==> src/rtl/free_list_mw_pkg.sv <==
// Shared CPU sizing constants for the rename-stage free list.
package free_list_mw_pkg;

    localparam int CPU_PRF_DEPTH  = 64;
    localparam int CPU_ARF_DEPTH  = 32;
    localparam int CPU_PRF_IDX    = $clog2(CPU_PRF_DEPTH);
    localparam int ID_WIDTH       = 2;
    localparam int COMMIT_WIDTH   = 1;
    localparam int FREELIST_DEPTH = CPU_PRF_DEPTH - CPU_ARF_DEPTH;
    localparam int FREELIST_IDX   = $clog2(FREELIST_DEPTH);

endpackage

==> src/rtl/free_list_mw_prefix_count.sv <==
// Exclusive per-lane prefix count of set enable bits plus their total.
module prefix_count
    import free_list_mw_pkg::*;
#(
    parameter  int WIDTH = 2,
    localparam int CW    = $clog2(WIDTH + 1)
) (
    input  logic [WIDTH-1:0]         en,
    output logic [WIDTH-1:0][CW-1:0] prefix,
    output logic [CW-1:0]            total
);

    logic [CW-1:0] acc;

    always_comb begin
        acc    = '0;
        prefix = '0;
        for (int i = 0; i < WIDTH; i++) begin
            prefix[i] = acc;
            acc       = acc + CW'(en[i]);
        end
        total = acc;
    end

endmodule

==> src/rtl/free_list_mw.sv <==
// Multi-lane physical-register free list: compacted allocate/free lanes over a
// circular buffer, with a retired head so a flush reclaims all speculative allocations.
module free_list_mw
    import free_list_mw_pkg::*;
#(
    parameter  int DEPTH     = FREELIST_DEPTH,
    parameter  int PRF_IDX   = CPU_PRF_IDX,
    parameter  int ARF_DEPTH = CPU_ARF_DEPTH,
    parameter  int DEQ_WIDTH = ID_WIDTH,
    parameter  int ENQ_WIDTH = COMMIT_WIDTH,
    localparam int CNT_W     = $clog2(DEPTH) + 1
) (
    input  logic                              clk,
    input  logic                              rst,
    input  logic [DEQ_WIDTH-1:0]              dequeue_en,
    output logic [DEQ_WIDTH-1:0][PRF_IDX-1:0] dequeue_phy,
    output logic                              dequeue_ready,
    input  logic [ENQ_WIDTH-1:0]              enqueue_en,
    input  logic [ENQ_WIDTH-1:0][PRF_IDX-1:0] enqueue_phy,
    input  logic                              flush,
    output logic [CNT_W-1:0]                  count,
    output logic                              empty
);

    localparam int IDXW = $clog2(DEPTH);
    localparam int PTRW = IDXW + 1;
    localparam int DCW  = $clog2(DEQ_WIDTH + 1);
    localparam int ECW  = $clog2(ENQ_WIDTH + 1);

    logic [PRF_IDX-1:0] mem [DEPTH];

    logic [PTRW-1:0] head;
    logic [PTRW-1:0] retired_head;
    logic [PTRW-1:0] tail;
    logic [PTRW-1:0] head_next;
    logic [PTRW-1:0] retired_next;
    logic [PTRW-1:0] tail_next;

    logic [DEQ_WIDTH-1:0][DCW-1:0] deq_prefix;
    logic [DCW-1:0]                deq_total;
    logic [ENQ_WIDTH-1:0][ECW-1:0] enq_prefix;
    logic [ECW-1:0]                enq_total;

    logic [PTRW-1:0] rd_ptr [DEQ_WIDTH];
    logic [PTRW-1:0] wr_ptr [ENQ_WIDTH];

    prefix_count #(.WIDTH(DEQ_WIDTH)) u_deq_count (
        .en     (dequeue_en),
        .prefix (deq_prefix),
        .total  (deq_total)
    );

    prefix_count #(.WIDTH(ENQ_WIDTH)) u_enq_count (
        .en     (enqueue_en),
        .prefix (enq_prefix),
        .total  (enq_total)
    );

    // Status depends only on registered pointers, so rename never sees a path from commit.
    assign count         = CNT_W'(tail - head);
    assign dequeue_ready = (count >= CNT_W'(DEQ_WIDTH));
    assign empty         = (count == '0);

    always_comb begin
        dequeue_phy = '0;
        for (int k = 0; k < DEQ_WIDTH; k++) begin
            rd_ptr[k]      = head + PTRW'(deq_prefix[k]);
            dequeue_phy[k] = mem[rd_ptr[k][IDXW-1:0]];
        end
    end

    always_comb begin
        for (int j = 0; j < ENQ_WIDTH; j++) begin
            wr_ptr[j] = tail + PTRW'(enq_prefix[j]);
        end
    end

    // A flush rewinds the speculative head to the retired point, including this cycle's commits.
    always_comb begin
        tail_next    = tail + PTRW'(enq_total);
        retired_next = retired_head + PTRW'(enq_total);
        head_next    = head;
        if (flush) begin
            head_next = retired_next;
        end else if (dequeue_ready) begin
            head_next = head + PTRW'(deq_total);
        end
    end

    always_ff @(posedge clk) begin
        if (!rst) begin
            head         <= '0;
            retired_head <= '0;
            tail         <= PTRW'(DEPTH);
        end else begin
            head         <= head_next;
            retired_head <= retired_next;
            tail         <= tail_next;
        end
    end

    always_ff @(posedge clk) begin
        if (!rst) begin
            for (int i = 0; i < DEPTH; i++) begin
                mem[i] <= PRF_IDX'(ARF_DEPTH + i);
            end
        end else begin
            for (int j = 0; j < ENQ_WIDTH; j++) begin
                if (enqueue_en[j]) begin
                    mem[wr_ptr[j][IDXW-1:0]] <= enqueue_phy[j];
                end
            end
        end
    end

    a_no_overflow: assert property (@(posedge clk) disable iff (!rst)
        (int'(count) + int'(enq_total)) <= DEPTH);

    a_stall_holds_head: assert property (@(posedge clk) disable iff (!rst)
        (!dequeue_ready && !flush) |=> (head == $past(head)));

endmodule

==> config.mk <==
export PLATFORM = sky130hd
export DESIGN_NAME = free_list_mw
export DESIGN_NICKNAME = d
export VERILOG_FILES = /design/src/rtl/free_list_mw_pkg.sv /design/src/rtl/free_list_mw_prefix_count.sv /design/src/rtl/free_list_mw.sv
export SDC_FILE = /design/constraint.sdc
export NUM_CORES = 1
export LEC_CHECK = 0
export ABC_AREA = 0
export BUFFER_PORTS_ARGS = -buffer_cell sky130_fd_sc_hd__buf_2
export CORE_MARGIN = 1
export CORE_UTILIZATION = 40
export CTS_BUF_LIST = sky130_fd_sc_hd__clkbuf_8
export CTS_CLUSTER_SIZE = 10
export DETAILED_ROUTE_END_ITERATION = 6
export GPL_ROUTABILITY_DRIVEN = 1
export SYNTH_ARGS = -nofsm -noshare
export SYNTH_HDL_FRONTEND = slang
export SYNTH_SLANG_ARGS = --single-unit
==> constraint.sdc <==
create_clock -name clk -period 3.6 [get_ports clk]
set_clock_uncertainty 0.1 [all_clocks]
set_input_delay 0.18 -clock clk [delete_from_list [all_inputs] [get_ports clk]]
set_output_delay 0.18 -clock clk [all_outputs]
set_load 0.005 [all_outputs]
## After elaboration in Yosys (flattened, before gate mapping)

Memories as Yosys holds them, arrays and structs flattened. A register that Yosys moved wholly into a read port is not among the register bits.
Index checks and enable logic that the tools add are counted.

- Memories: 1
- Logic and storage cells: 25
- Flip-flop bits (word level): 18
- Bits in writable memories: 192
- Input port bits: 12

- Reductions and logical operators: 3
- Multiplexer cells: 11
- $lt $le $gt $ge: 1
- Add/sub/neg operators: 6

Memories:

| name | depth | width | read ports | clocked after Yosys merged registers in | write ports | RTL line | RTL |
|---|---|---|---|---|---|---|---|
| mem | 32 | 6 | 2 | 1 | 32 | free_list_mw.sv:30 | `logic [PRF_IDX-1:0] mem [DEPTH];` |

Operators with widths:

| kind | number |
|---|---|
| 6-bit two-way mux | 3 |
| 5-bit two-way mux | 3 |
| 6-bit by 1-bit adder with 6-bit output | 2 |
| 6-bit by 2-bit adder with 6-bit output | 1 |
| 6-bit by 2-bit greater-or-equal comparator with 1-bit output, second input constant | 1 |
| 6-bit zero test | 1 |
| 6-bit OR reduction | 1 |
| 6-bit subtractor | 1 |
| 5-bit by 1-bit adder with 5-bit output | 1 |
| 1-bit two-way mux | 5 |
| 1-bit by 1-bit adder with 2-bit output | 1 |
| 2-bit nonzero test | 1 |

## Longest topological paths before layout

- Depth in word-level cells: 6
- Depth in mapped cells: 10
- Mapped depth without buffers: 10

## By module

From an unflattened synthesis, not the netlist that was laid out.

- Cells, all modules: 854
- Area, all modules: 11,883.9 um2

By module, submodules not included:

| module | cells an instance | instances | area each (um2) |
|---|---|---|---|
| free_list_mw | 845 | 1 | 11,818.8 |
| prefix_count (u_deq_count) | 6 | 1 | 46.3 |
| prefix_count (u_enq_count) | 3 | 1 | 18.8 |

## Worst setup path before layout

No wires, ideal clock.

- Path type: register to output
- Start point: register head[0]
- End point: output dequeue_phy[10] (netlist bit)
- Arrival: 2.541 ns
- Stages on the path, launching flop included: 8
- Setup slack: 0.779 ns
- Cells stage by stage: dfxtp_1 -> ha_1 -> ha_1 -> clkbuf_1 -> clkbuf_1 -> mux4_2 -> mux4_2 -> mux2_2

RTL lines:

| item | RTL line | RTL |
|---|---|---|
| start: declaration | free_list_mw.sv:32 | `logic [PTRW-1:0] head;` |
| start signal: assignment | free_list_mw.sv:96 | `head <= head_next;` |
| end: declaration | free_list_mw.sv:16 | `output logic [DEQ_WIDTH-1:0][PRF_IDX-1:0] dequeue_phy,` |

==> impl_metrics.yaml <==
finish:
  fin_cells: 1285
  seq_area_sq_mm: 0.006231
  drive_above_1_share: 0.3074
  finalNetCount: 899
  syn2layout_area_growth_pct: 13.25
  antenna_cells: 0
  fillers: 2550
  multi_input_area_sq_mm: 0.005041
place:
  port_buffers: 31
  placed_cells_incl_taps: 1203
  place_hpwl_um: 21990
  gp_congestion: 0.8653
  place_ws_ps: 650.7
grt:
  gr-usage-all-layers: 0.2212
  grt_pass1_vias: 7442
  overflow: 0
  grt_pass1_wl_um: 48840
  grt_start_max_net_pins: 49
  antenna_found_initial: 0
worst_setup_path:
  cpMostUsedCell: "mux4_2"
  crit_path_cell_trace: "ha_4 -> ha_2 -> buf_12 -> mux4_2 -> mux4_2 -> mux2_2 -> buf_2"
  crit_fanout: 48
  cp_slowest_cell: "mux4_2"
  cp.required_ps: 3320
  end_kind: "output port"
  cp.arrival_ps: 3060
  start_kind: "flop"
  path_class: "reg2out"
  max_stage_delay_ps: 500
power_and_ir_drop:
  combPwrFrac: 0.178
  clockPowerShare: 0.353
  p_leak_nw: 3.965
  p_total_mw: 6.043
  vdd_drop_max_mv: 0.3026
  p_int_mw: 4.415
  p_sw_mw: 1.629
  p_seq_frac: 0.469
  switching_share: 0.2695
  powerDensity_mw_per_mm2: 456.2
floorplanning:
  core_area_sq_mm: 0.02870
  io_pins: 32
  die_y_um: 173
  die_w_um: 173
  die_area_sq_mm: 0.02993
  start_util: 0.4075
  rows: 62
run_status:
  status: "finished clean"
sta:
  maxSlewHeadroom: 0.3169
  hold_violations: 0
  finalCritPeriodShare: 0.9280
  maxSlewViolCount: 0
  min_period_ps: 3341
  tns_ps: 0
  rsz0062_at_grt: "false"
  setup_viol: 0
  setup_ws_ps: 259.2
  max_freq_ghz: 0.2993
  tightestPinTransition_ps: 1017
cts:
  tritoncts: "built"
  clock-sinks: 215
  numCtsBuffers: 39
  cts_resized: 0
  cts_buffer_depth: 3
  cts-root-buf: "clkbuf_8"
  clk_latency_ps: 530
  clk_pin_slew_worst_paths_ps: 60
  cts_max_level: 2
route:
  dr.pass1.iters: 5
  dr_total_vias: 7635
  drt-total-wl_um: 32540
  drcViolationCount: 0
  avgRoutedWirePerCell_um: 25.32
  routed_via_density: 5.942
  ant_nets: 0
  drt-initial-drc-count: 903
synthesis:
  yosysTopAreaCell: "edfxtp_1"
  synth_commonest_cells: "edfxtp_1 (192), mux4_2 (112), clkbuf_1 (72), or3_1 (67), nand2_1 (58)"
  ys_top_cells_by_area: "edfxtp_1 (49%), mux4_2 (22%), dfxtp_1 (3.9%)"
  synth-edff-count: 192
  synth_cell_types: 49
  synth-seq-cells: 215
  synth-main-ff-cell: "edfxtp_1"
  netlist_instances: 823
  synth-seq-area-share: 0.5323
  avgSynthCellArea_sq_um: 14.21
  synthArstFlopShare: 0
  ys_warn_count: 0
  synth.most_common_cell: "edfxtp_1"
  synth_area_sq_mm: 0.01170
  yosys.area.top_type_share: 0.4929
  synth_fp_nets: 849
job:
  maxCapViolations: 0
worst_hold_path:
  min_path_type: "in2reg"
-- flip-flops by register name (all words and copies together), names as in the netlist, named ones only --
register and count:
retired_head 6, mem 192, head 6, tail 6
-- stage by stage --
step	util	cell area, sq um	hold WS, ps
4_1_cts	0.4590	13170	31.77
6_report	0.4615	13250	68.17
3_5_place_dp	0.4330	12430	373.3
2_1_floorplan	-	11700	259.2
5_1_grt	0.4615	13250	69.49
3_3_place_gp	0.4330	12430	364.8
-- placed cells by master (no fill, tap or decap), drive strengths merged, types with 3 or more instances in the layout --
cell / n
ha: 12
a21oi: 3
dlygate4sd3: 5
edfxtp: 192
nand3b: 3
nand3: 22
xnor2: 10
or2: 3
clkbuf: 40
mux2: 13
nand2: 58
inv: 33
or3: 67
nor2b: 3
o21ai: 34
nor2: 34
xor2: 5
clkinv: 11
o2bb2ai: 4
and3: 6
nor3: 52
dfxtp: 23
and2: 33
mux4: 120
buf: 91
-- repair_timing --
item                                    CTS  global route
buffers inserted                          0             8
hold buffers                              5             0
endpoints found under the hold margin    20             0
endpoints found under the setup margin    0             1
-- routing by layer --
layer / vias to the layer above / part of all wire / track usage
met5: - / 0 / 0
met4: 0 / 0.020 / 0.05826
met3: 57 / 0.11 / 0.05167
met2: 413 / 0.45 / 0.3330
met1: 3845 / 0.42 / 0.3223
li1: 3320 / - / -
-- critical path, delay by kind of cell (launching register included) --
| family | cells | cell delay [ps] |
|---|---|---|
| muxes | 3 | 1220 |
| adders and majority gates | 2 | 520 |
| buffers and inverters | 2 | 410 |
| DFF | 1 | 350 |
-- power by group through the flow --
stage / clock [mW] / sequential [mW] / combinational [mW]
final: 2.13 / 2.83 / 1.08
after global routing: 2.27 / 2.84 / 1.15
after CTS: 2.17 / 2.83 / 1.05
after detailed placement: 0 / 2.88 / 1.04
after global placement: 0 / 2.89 / 1.04
after floorplan: 0 / 2.83 / 0.760
-- cell type report --
cell class	count	area share
Timing Repair Buffer	96	0.05516
Multi-Input combinational cell	503	0.3806
Sequential cell	215	0.4704
Tap cell	384	0.03627
Clock buffer	40	0.04156
Inverter	18	0.005101
Clock inverter	29	0.01096
-- final timing paths --
check	to	slack, ps	start	depth (start not counted)
setup / recovery	dequeue_phy[9]	260	head[0]$_SDFFE_PN0P_	7
hold / removal	mem[9][5]$_SDFFCE_PN1P_	70	rst	2
setup reg to reg	flop	700	head[2]$_SDFFE_PN0P_	9
hold reg to reg	retired_head[5]$_SDFF_PN0_	450	retired_head[5]$_SDFF_PN0_	2
-- kinds of logic after synthesis --
| family | after synthesis | share of synthesized area |
|---|---|---|
| flip-flops | 215 | 0.5323 |
| adder cells (fa/ha/maj) | 14 | 0.01626 |
| AND/OR/NAND/NOR | 288 | 0.1286 |
| AO/OA/AOI/OAI | 51 | 0.02567 |
| multiplexers | 135 | 0.2472 |
| XOR/XNOR | 15 | 0.01123 |
| buffers and inverters | 105 | 0.03872 |
No activity file was read; power rests on OpenSTA's default activity.
